[src/rtl/ram_tp_arbiter.sv]
// ram_tp_arbiter: round-robin sharing of a 1W/1R byte-masked RAM
// between NUM_REQ requesters, with same-cycle write-to-read forwarding.
module ram_tp_arbiter #(
  parameter int DATA_WIDTH = 32,
  parameter int DEPTH      = 16,
  parameter int NUM_REQ    = 2,
  localparam int ADDR_WIDTH = $clog2(DEPTH),
  localparam int BWEN_WIDTH = DATA_WIDTH / 8,
  localparam int PTR_WIDTH  = $clog2(NUM_REQ)
) (
  input  logic                             clock,
  input  logic                             reset_n,
  input  logic                             enable,
  input  logic [NUM_REQ-1:0]               req_wr_valid,
  output logic [NUM_REQ-1:0]               req_wr_ready,
  input  logic [NUM_REQ*BWEN_WIDTH-1:0]    req_wr_bwen,
  input  logic [NUM_REQ*ADDR_WIDTH-1:0]    req_wr_addr,
  input  logic [NUM_REQ*DATA_WIDTH-1:0]    req_wr_data,
  input  logic [NUM_REQ-1:0]               req_rd_valid,
  output logic [NUM_REQ-1:0]               req_rd_ready,
  input  logic [NUM_REQ*ADDR_WIDTH-1:0]    req_rd_addr,
  output logic [NUM_REQ-1:0]               rsp_valid,
  output logic [DATA_WIDTH-1:0]            rsp_data,
  output logic                             ram_cen,
  output logic                             ram_wen,
  output logic [BWEN_WIDTH-1:0]            ram_bwen,
  output logic [ADDR_WIDTH-1:0]            ram_waddr,
  output logic [DATA_WIDTH-1:0]            ram_wdata,
  output logic                             ram_ren,
  output logic [ADDR_WIDTH-1:0]            ram_raddr,
  input  logic [DATA_WIDTH-1:0]            ram_rdata
);

  // Two passes: indices above ptr first, then wrap to those at or below it.
  function automatic logic [NUM_REQ-1:0] rr_pick(
    input logic [NUM_REQ-1:0]   vld,
    input logic [PTR_WIDTH-1:0] ptr
  );
    logic [NUM_REQ-1:0] g;
    logic               hit;
    g   = '0;
    hit = 1'b0;
    for (int i = 0; i < NUM_REQ; i++) begin
      if (!hit && vld[i] && i > int'(ptr)) begin
        g[i] = 1'b1;
        hit  = 1'b1;
      end
    end
    for (int i = 0; i < NUM_REQ; i++) begin
      if (!hit && vld[i] && i <= int'(ptr)) begin
        g[i] = 1'b1;
        hit  = 1'b1;
      end
    end
    return g;
  endfunction

  function automatic logic [PTR_WIDTH-1:0] enc(
    input logic [NUM_REQ-1:0] oh
  );
    logic [PTR_WIDTH-1:0] idx;
    idx = '0;
    for (int i = 0; i < NUM_REQ; i++) begin
      if (oh[i]) idx = idx | PTR_WIDTH'(i);
    end
    return idx;
  endfunction

  logic                  gate;
  logic [NUM_REQ-1:0]    wr_gnt;
  logic [NUM_REQ-1:0]    rd_gnt;
  logic [PTR_WIDTH-1:0]  wr_ptr;
  logic [PTR_WIDTH-1:0]  rd_ptr;
  logic [NUM_REQ-1:0]    rsp_q;
  logic [BWEN_WIDTH-1:0] byp_mask;
  logic [DATA_WIDTH-1:0] byp_data;
  logic                  byp_hit;

  // Reset low also masks grants so RAM controls are quiet in reset.
  assign gate = enable & reset_n;

  assign wr_gnt = rr_pick(req_wr_valid & {NUM_REQ{gate}}, wr_ptr);
  assign rd_gnt = rr_pick(req_rd_valid & {NUM_REQ{gate}}, rd_ptr);

  assign req_wr_ready = wr_gnt;
  assign req_rd_ready = rd_gnt;

  assign ram_wen = |wr_gnt;
  assign ram_ren = |rd_gnt;
  assign ram_cen = ram_wen | ram_ren;

  always_comb begin
    ram_bwen  = '0;
    ram_waddr = '0;
    ram_wdata = '0;
    ram_raddr = '0;
    for (int i = 0; i < NUM_REQ; i++) begin
      if (wr_gnt[i]) begin
        ram_bwen  = ram_bwen  | req_wr_bwen[i*BWEN_WIDTH +: BWEN_WIDTH];
        ram_waddr = ram_waddr | req_wr_addr[i*ADDR_WIDTH +: ADDR_WIDTH];
        ram_wdata = ram_wdata | req_wr_data[i*DATA_WIDTH +: DATA_WIDTH];
      end
      if (rd_gnt[i]) begin
        ram_raddr = ram_raddr | req_rd_addr[i*ADDR_WIDTH +: ADDR_WIDTH];
      end
    end
  end

  assign byp_hit = ram_wen & ram_ren & (ram_waddr == ram_raddr);

  always_ff @(posedge clock or negedge reset_n) begin
    if (!reset_n) begin
      wr_ptr   <= PTR_WIDTH'(NUM_REQ - 1);
      rd_ptr   <= PTR_WIDTH'(NUM_REQ - 1);
      rsp_q    <= '0;
      byp_mask <= '0;
      byp_data <= '0;
    end else begin
      if (ram_wen) wr_ptr <= enc(wr_gnt);
      if (ram_ren) rd_ptr <= enc(rd_gnt);
      rsp_q <= rd_gnt;
      if (byp_hit) begin
        byp_mask <= ram_bwen;
        byp_data <= ram_wdata;
      end else begin
        byp_mask <= '0;
      end
    end
  end

  assign rsp_valid = rsp_q;

  // RAM returns the pre-write word; overlay bytes written alongside the read.
  always_comb begin
    rsp_data = ram_rdata;
    for (int k = 0; k < BWEN_WIDTH; k++) begin
      if (byp_mask[k]) rsp_data[8*k +: 8] = byp_data[8*k +: 8];
    end
  end

endmodule

[config.mk]
export PLATFORM = sky130hd
export DESIGN_NAME = ram_tp_arbiter
export DESIGN_NICKNAME = d
export VERILOG_FILES = /design/src/rtl/ram_tp_arbiter.sv
export SDC_FILE = /design/constraint.sdc
export NUM_CORES = 1
export LEC_CHECK = 0
export ABC_AREA = 1
export BUFFER_PORTS_ARGS = -buffer_cell sky130_fd_sc_hd__buf_2
export CORE_MARGIN = 10
export CORE_UTILIZATION = 40
export CTS_BUF_LIST = sky130_fd_sc_hd__clkbuf_16
export CTS_CLUSTER_DIAMETER = 150
export DETAILED_ROUTE_END_ITERATION = 16
export GPL_ROUTABILITY_DRIVEN = 0
export PLACE_DENSITY = 0.81
export SETUP_SLACK_MARGIN = 0.2
export SLEW_MARGIN = 20
export SYNTH_ARGS = -nofsm -noshare
export SYNTH_HDL_FRONTEND = slang
export SYNTH_SLANG_ARGS = --single-unit
export TNS_END_PERCENT = 50
[constraint.sdc]
create_clock -name clock -period 2.27 [get_ports clock]
set_input_delay 0.3405 -clock clock [delete_from_list [all_inputs] [get_ports clock]]
set_output_delay 0.3405 -clock clock [all_outputs]
set_load 0.005 [all_outputs]
* Word-level counts from Yosys, hierarchy flattened
Cells that the tools add are included. Widths: inputs -> output; s select.
Storage, ports and cells: logic and storage cells 57, flip-flop bits (word level) 40, bits of input ports 127
Operators by class: equal/unequal tests 1, bitwise gates (word level) 10, order comparisons 4, reduce and logical (&&, ||, !) cells 14, mux-type cells 23
Operators by type and width (count):
- $mux 32 | 2
- $mux 8 | 4
- $or 32x32->32 | 1
- $mux 4 | 7
- $or 4x4->4 | 3
- $mux 1 | 10
- $logic_and 1x1->1 | 8
- $and 2x2->2 | 2
- $eq 4x4->1 | 1
- $logic_not 1->1 | 4
- $reduce_or 2->1 | 2
- $and 1x1->1 | 3
- $gt 1x1->1 const A | 2
- $le 1x1->1 const A | 2
- $or 1x1->1 | 1

* Logic depth before layout (Yosys ltp)
Gate-level depths: netlist of the first run.
depth after elaboration 15, gate-level depth with buffers 13

* Worst setup path before layout of the first run
Ideal clock, no wire load.
path type reg2reg, start point register wr_ptr, end point register byp_data[20], setup time 0.117 ns, setup slack 0.446 ns, period minus slack after synthesis 1.824 ns, cell stages (with the launch flop) 13, data arrival time 1.707 ns, required time 2.153 ns, cell sequence dfstp_2 inv_2 o21ai_2 inv_2 nand2_1 nand2_2 nand2_1 nand2_1 nor2_4 nand3_4 buf_6 nand2_1 nand2_1
On the way: longest elaborated chain between the ends 13
Ends and longest elaborated chain:
- start, declared | line 72 | logic [PTR_WIDTH-1:0] wr_ptr;
- start signal, assigned | line 113 | wr_ptr <= PTR_WIDTH'(NUM_REQ - 1);
- start signal, assigned | line 119 | if (ram_wen) wr_ptr <= enc(wr_gnt);
- $gt 1x1->1 | line 44 | if (!hit && vld[i] && i > int'(ptr)) begin
- $logic_and 1x1->1 | line 44
- $mux 1 | line 44
- $logic_not 1->1 | line 50 | if (!hit && vld[i] && i <= int'(ptr)) begin
- $logic_and 1x1->1 | line 50
- $mux 1 | line 50
- $logic_not 1->1 | line 50
- $logic_and 1x1->1 (2 in series) | line 50
- $mux 1 | line 50
- $mux 4 (*) | line 98 | if (wr_gnt[i]) begin
- named net ram_waddr[2] | line 27 | output logic [ADDR_WIDTH-1:0] ram_waddr,
- $eq 4x4->1 (*) | line 109 | assign byp_hit = ram_wen & ram_ren & (ram_waddr == ram_raddr);
- $and 1x1->1 (*) | line 109
- end signal, assigned | line 124 | byp_data <= ram_wdata;
- end, declared | line 76 | logic [DATA_WIDTH-1:0] byp_data;
Mark *: on every way through the listed nets, which the timed path passes. The rest lies on a longest branch. A chain may end at the register's enable or synchronous reset.

* Final worst setup path of the first run
start point register wr_ptr, end point output port ram_wdata[11]
On the way: longest elaborated chain between the ends 11
Ends and longest elaborated chain:
- $gt 1x1->1 | line 44
- $logic_and 1x1->1 | line 44
- $mux 1 | line 44
- $logic_not 1->1 | line 50
- $logic_and 1x1->1 | line 50
- $mux 1 | line 50
- $logic_not 1->1 | line 50
- $logic_and 1x1->1 (2 in series) | line 50
- $mux 1 | line 50
- $mux 32 (*) | line 98
- end, declared | line 28 | output logic [DATA_WIDTH-1:0] ram_wdata,
Mark *: on every way between the ends. The rest lies on a longest branch, timed or not.

==> results of run 1 <==
## power by group
part / switching (mW) / internal (mW) / total, mW
Sequential: 0.0500 / 0.803 / 0.853
Combinational: 0.324 / 0.293 / 0.617
Clock: 0.271 / 0.512 / 0.784
## synth_stat cells, types with 3 or more instances
library cell  number
mux2_2            32
o211ai_1           4
nand3_1            8
o22ai_1            4
inv_2              7
a22o_1            32
nand2_2            3
o21ai_2            3
inv_1             22
buf_6              3
nand2_1           79
nor2_2             4
nor2_1             4
nor2_4             6
buf_2             15
clkbuf_1           4
nand4_1           33
dfrtp_1           38
## repair_timing
item	in CTS	in global routing
endpoints found under the setup margin	64	68
resized for setup	4	33
buffers inserted	1	10
pin swaps	1	12
cloned	0	5
## area by class of cell
type	instances	area (sq um)	area share [%]
multi-input combinational	223	1610	37.2
timing repair buffer	235	1340	30.9
tap	77	96.3	2.23
inverter	29	114	2.63
antenna	1	2.50	0.0578
clock buffer	5	125	2.89
clock inverter	3	38.8	0.896
sequential	40	1000	23.2
## metrics by stage
step,utilization [%],setup WS [ps]
2_1_floorplan,-,446
3_3_place_gp,59.3,224
3_5_place_dp,59.3,144
4_1_cts,62.3,161
5_1_grt,67.0,92.3
6_report,67.0,223
## critical path: stages (launching register included)
cell	delay, ps
dfstp_2	520
inv_2	60
o21ai_4	150
inv_2	90
buf_6	180
a22o_4	270
buf_2	130
## flip-flops by register name, summed over array words and instances (netlist names)
register / flops
rsp_valid: 2
byp_data: 32
wr_ptr: 1
byp_mask: 4
rd_ptr: 1
## path summary, 6_finish.rpt
check | cells past startpoint | from | slack [ps] | end
setup / recovery | 6 | wr_ptr | 220 | ram_wdata[11]
hold / removal | 1 | reset_n | 110 | wr_ptr
setup reg to reg | 13 | rd_ptr | 250 | byp_data[11]
hold reg to reg | 2 | byp_data[10] | 470 | byp_data[10]
max in group asynchronous | 2 | reset_n | 1820 | rd_ptr
min in group clock | 3 | req_wr_valid[1] | 400 | wr_ptr
## placed cells by master, fill, tap and decap left out, types with 3 or more instances in the layout
cell / instances
nand3_1: 6
inv_1: 21
nor2_2: 4
buf_4: 10
a22o_4: 3
nand2_1: 71
buf_12: 3
nand2_2: 10
nor2_4: 6
a22o_1: 29
dfrtp_1: 38
clkbuf_16: 6
buf_2: 211
buf_6: 8
nand3_4: 4
o211ai_1: 4
o22ai_1: 4
nor2_1: 4
inv_2: 7
mux2_2: 32
nand4_1: 33
## cell families after synthesis
| group | synth area share, % |
|---|---|
| compound gates | 13.9 |
| xor+xnor | 0.601 |
| simple gates | 26.5 |
| buf+inv | 8.60 |
| mux | 13.3 |
| flops | 37.1 |
## per-layer routing
metal  up-vias  routed length, um
met2       187               5960
met4         0                243
met5         -                  0
met1      1523               4280
met3        21               1310
li1       1543                  -
==> impl_metrics.json, run 1 <==
{
  "finalNetCount": 661,
  "required_ps": 1930,
  "die_height_um": 102,
  "grtUsageMet2_pct": 36.4,
  "wl_um": 11800,
  "core_area_sq_um": 6460,
  "via_count": 3274,
  "routedWlPerCell_um": 19.3,
  "io_buffers": 211,
  "hpwlAfterDp_um": 8950,
  "slew_viol_final": 0,
  "final_area_sq_um": 4330,
  "clk_pin_slew_ps": 60,
  "antenna_found_initial": 1,
  "drtIter0Drc": 108,
  "grt_usage_pct": 19.8,
  "worst_setup_path_end_kind": "output pin",
  "p_leak_nw": 2.46,
  "start_kind": "flop",
  "grt_max_degree": 37,
  "grt_pass1_vias": 3418,
  "tns_ps": 0,
  "hold_viol_final": 0,
  "cts_tree": "yes",
  "finalPower_mw": 2.25,
  "worstMarginPinSlew_ps": 432,
  "synth.area.top_cells": "dfrtp_1 (35%), mux2_2 (13%), nand2_1 (11%)",
  "busiest_layer": "met2",
  "num_rows": 29,
  "cap_violations": 0,
  "grt_pass1_wl_um": 16600,
  "syn_nets": 438,
  "die_area_sq_um": 10500,
  "crit_fanout": 20,
  "cts_max_level": 2,
  "drt_pre_antenna_iters": 4,
  "drive_gt1_share_pct": 60.0,
  "synth_seq_cells": 40,
  "outcome": "completed",
  "finalSetupViolations": 0,
  "start_util_pct": 41.9,
  "synthFlopType": "dfrtp_1",
  "syn_inst": 311,
  "cts.path.max_buffers": 2,
  "ir_worst_vdd_v": 0.000365,
  "vias_per_cell": 5.34,
  "grt-ovfl-total": 0,
  "ant_nets": 0,
  "synth_area_per_cell_sq_um": 8.70,
  "dp_cells": 588,
  "cts_buffers": 5,
  "num-fill-cells": 532,
  "period_share_pct": 90.2,
  "yosys.cell_types.count": 26,
  "die_x_um": 102,
  "placed_area_sq_um": 3830,
  "ys_seq_area_share_pct": 37.1,
  "synthArstFlopShare_pct": 100,
  "slew_headroom_pct": 71.2,
  "period_minus_slack_ps": 2050,
  "ys_warn_count": 0,
  "critPathKind": "flop to output pin",
  "clk_latency_ps": 280,
  "synth_top_area_cell": "dfrtp_1",
  "hold_slack_ps": 109,
  "synth-edff-count": 0,
  "drc_errors": 0,
  "grt.met1_usage_pct": 19.5,
  "max_freq_mhz": 488,
  "syn_to_final_growth_pct": 59.9,
  "yosysTopAreaCellShare_pct": 35.1,
  "fin_skew_ps": 8.17,
  "root_buffer": "clkbuf_16",
  "layout.cells.non_filler": 613,
  "cts_sinks": 40,
  "synth_area_sq_um": 2710,
  "powerDensity_nw_per_um2": 521,
  "ios": 212,
  "hold_class": "input port to async pin",
  "grtUsageMet3_pct": 9.18,
  "rsz0062_at_grt": "true",
  "hold_buffers": 0,
  "worstPathArrival_ps": 1710
}
No activity file was read; power rests on OpenSTA's default activity.
==> inputs of run 2 (changes only) <==
--- a/config.mk
+++ b/config.mk
@@ -8,12 +8,12 @@
 export ABC_AREA = 1
 export BUFFER_PORTS_ARGS = -buffer_cell sky130_fd_sc_hd__buf_2
 export CORE_MARGIN = 10
-export CORE_UTILIZATION = 40
+export CORE_UTILIZATION = 43
 export CTS_BUF_LIST = sky130_fd_sc_hd__clkbuf_16
 export CTS_CLUSTER_DIAMETER = 150
 export DETAILED_ROUTE_END_ITERATION = 16
 export GPL_ROUTABILITY_DRIVEN = 0
-export PLACE_DENSITY = 0.81
+export PLACE_DENSITY = 0.86
 export SETUP_SLACK_MARGIN = 0.2
 export SLEW_MARGIN = 20
 export SYNTH_ARGS = -nofsm -noshare
==> constraint.sdc (replaced) <==
create_clock -name clock -period 2.6 [get_ports clock]
set_input_delay 0.39 -clock clock [delete_from_list [all_inputs] [get_ports clock]]
set_output_delay 0.39 -clock clock [all_outputs]
set_load 0.005 [all_outputs]
==> impl_metrics.json, run 2 (same netlist as run 1, synthesis figures left out) <==
{
  "cts_max_level": 2,
  "worstMarginPinSlew_ps": 409,
  "critPathKind": "flop to output pin",
  "wl_um": 10900,
  "powerDensity_nw_per_um2": 466,
  "syn_to_final_growth_pct": 50.3,
  "finalPower_mw": 1.90,
  "outcome": "completed",
  "slew_viol_final": 0,
  "die_area_sq_um": 9870,
  "worst_setup_path_end_kind": "output pin",
  "grt_pass1_vias": 3397,
  "crit_fanout": 21,
  "top_register": "byp_data",
  "die_x_um": 99.3,
  "vias_per_cell": 5.22,
  "cts.path.max_buffers": 2,
  "cts_buffers": 5,
  "final_common_cell": "buf_2",
  "drc_errors": 0,
  "start_kind": "flop",
  "routedWlPerCell_um": 18.2,
  "clk_latency_ps": 270,
  "largest_register_ffs": 32,
  "layout.cells.non_filler": 598,
  "antenna_found_initial": 0,
  "drtIter0Drc": 106,
  "ant_nets": 0,
  "hold_class": "input port to async pin",
  "grt_pass1_wl_um": 17000,
  "cts_tree": "yes",
  "hpwlAfterDp_um": 8860,
  "grt_max_degree": 37,
  "grt-ovfl-total": 0,
  "required_ps": 2210,
  "ios": 212,
  "core_area_sq_um": 6030,
  "drt_pre_antenna_iters": 4,
  "num_rows": 28,
  "multi_input_area_sq_um": 1510,
  "root_buffer": "clkbuf_16",
  "finalNetCount": 649,
  "drive_gt1_share_pct": 56.0,
  "slew_headroom_pct": 72.7,
  "clk_pin_slew_ps": 50,
  "ir_worst_vdd_v": 0.000314,
  "period_minus_slack_ps": 2300,
  "n_antenna_cell": 0,
  "tns_ps": 0,
  "period_share_pct": 88.6,
  "worstPathArrival_ps": 1910,
  "rsz0062_at_grt": "true",
  "via_count": 3122,
  "regArea_sq_um": 1000,
  "finalSetupViolations": 0,
  "num-fill-cells": 506,
  "hold_buffers": 0,
  "cap_violations": 0,
  "start_util_pct": 44.9,
  "max_freq_mhz": 434,
  "hold_viol_final": 0,
  "p_leak_nw": 2.36,
  "die_height_um": 99.3,
  "dp_cells": 582,
  "fin_skew_ps": 2.25,
  "cts_sinks": 40,
  "grt_usage_pct": 20.8,
  "io_buffers": 211,
  "final_cell_mix": "buf_2 (211), nand2_1 (79), dfrtp_1 (38)"
}
==> run 2: metal layers <==
metal	vias to the layer above	share of wire, %	GRT usage (%)
li1	1515	-	-
met5	-	0	0
met2	153	51	37.3
met1	1446	38	21.3
met3	8	10	9.41
met4	0	1.2	6.17
==> run 2: power by group <==
group / switching (mW) / internal, mW / leakage, nW
combinational: 0.261 / 0.233 / 1.73
clock: 0.218 / 0.445 / 0.0789
sequential: 0.0387 / 0.701 / 0.542
==> run 2: final cells by class <==
class | count | share of cell area [%]
clock buffer | 5 | 3.08
clock inverter | 3 | 0.923
inverter | 29 | 2.74
multi-input combinational | 221 | 37.0
sequential | 40 | 24.7
tap | 75 | 2.31
timing repair buffer | 225 | 29.3
==> run 2: repair_timing <==
item | CTS | global route
buffers inserted | 0 | 7
hold endpoints to repair | 0 | 0
pin swaps | 0 | 3
resized for setup | 0 | 4
gates cloned | 0 | 1
setup endpoints to repair | 19 | 57
==> run 2: final timing paths <==
kind | slack, ps | cells after the start | endpoint | from
setup / recovery | 300 | 7 | ram_wdata[11] | wr_ptr
hold / removal | 190 | 2 | rsp_valid[0] | reset_n
setup reg to reg | 470 | 11 | byp_data[14] | wr_ptr
hold reg to reg | 470 | 2 | byp_data[12] | byp_data[12]
max in group asynchronous | 2100 | 2 | wr_ptr | reset_n
min in group clock | 470 | 2 | byp_data[12] | byp_data[12]
==> run 2: metrics by stage <==
stage          util (%)  hold WS, ps  worst slack (ps)  area, sq um
2_1_floorplan         -         94.4               776         2710
3_5_place_dp       63.0          456              92.1         3800
6_report           67.5          191               296         4070
5_1_grt            67.5          196               192         4070
3_3_place_gp       63.0          455               220         3800
4_1_cts            65.7          195               161         3960
==> run 2: critical path: stages, from the launching register on <==
cell     delay [ps]
dfstp_2         520
inv_2            60
nand4_2         120
nand2_2         100
inv_2           220
buf_6           250
a22o_1          220
buf_2           140
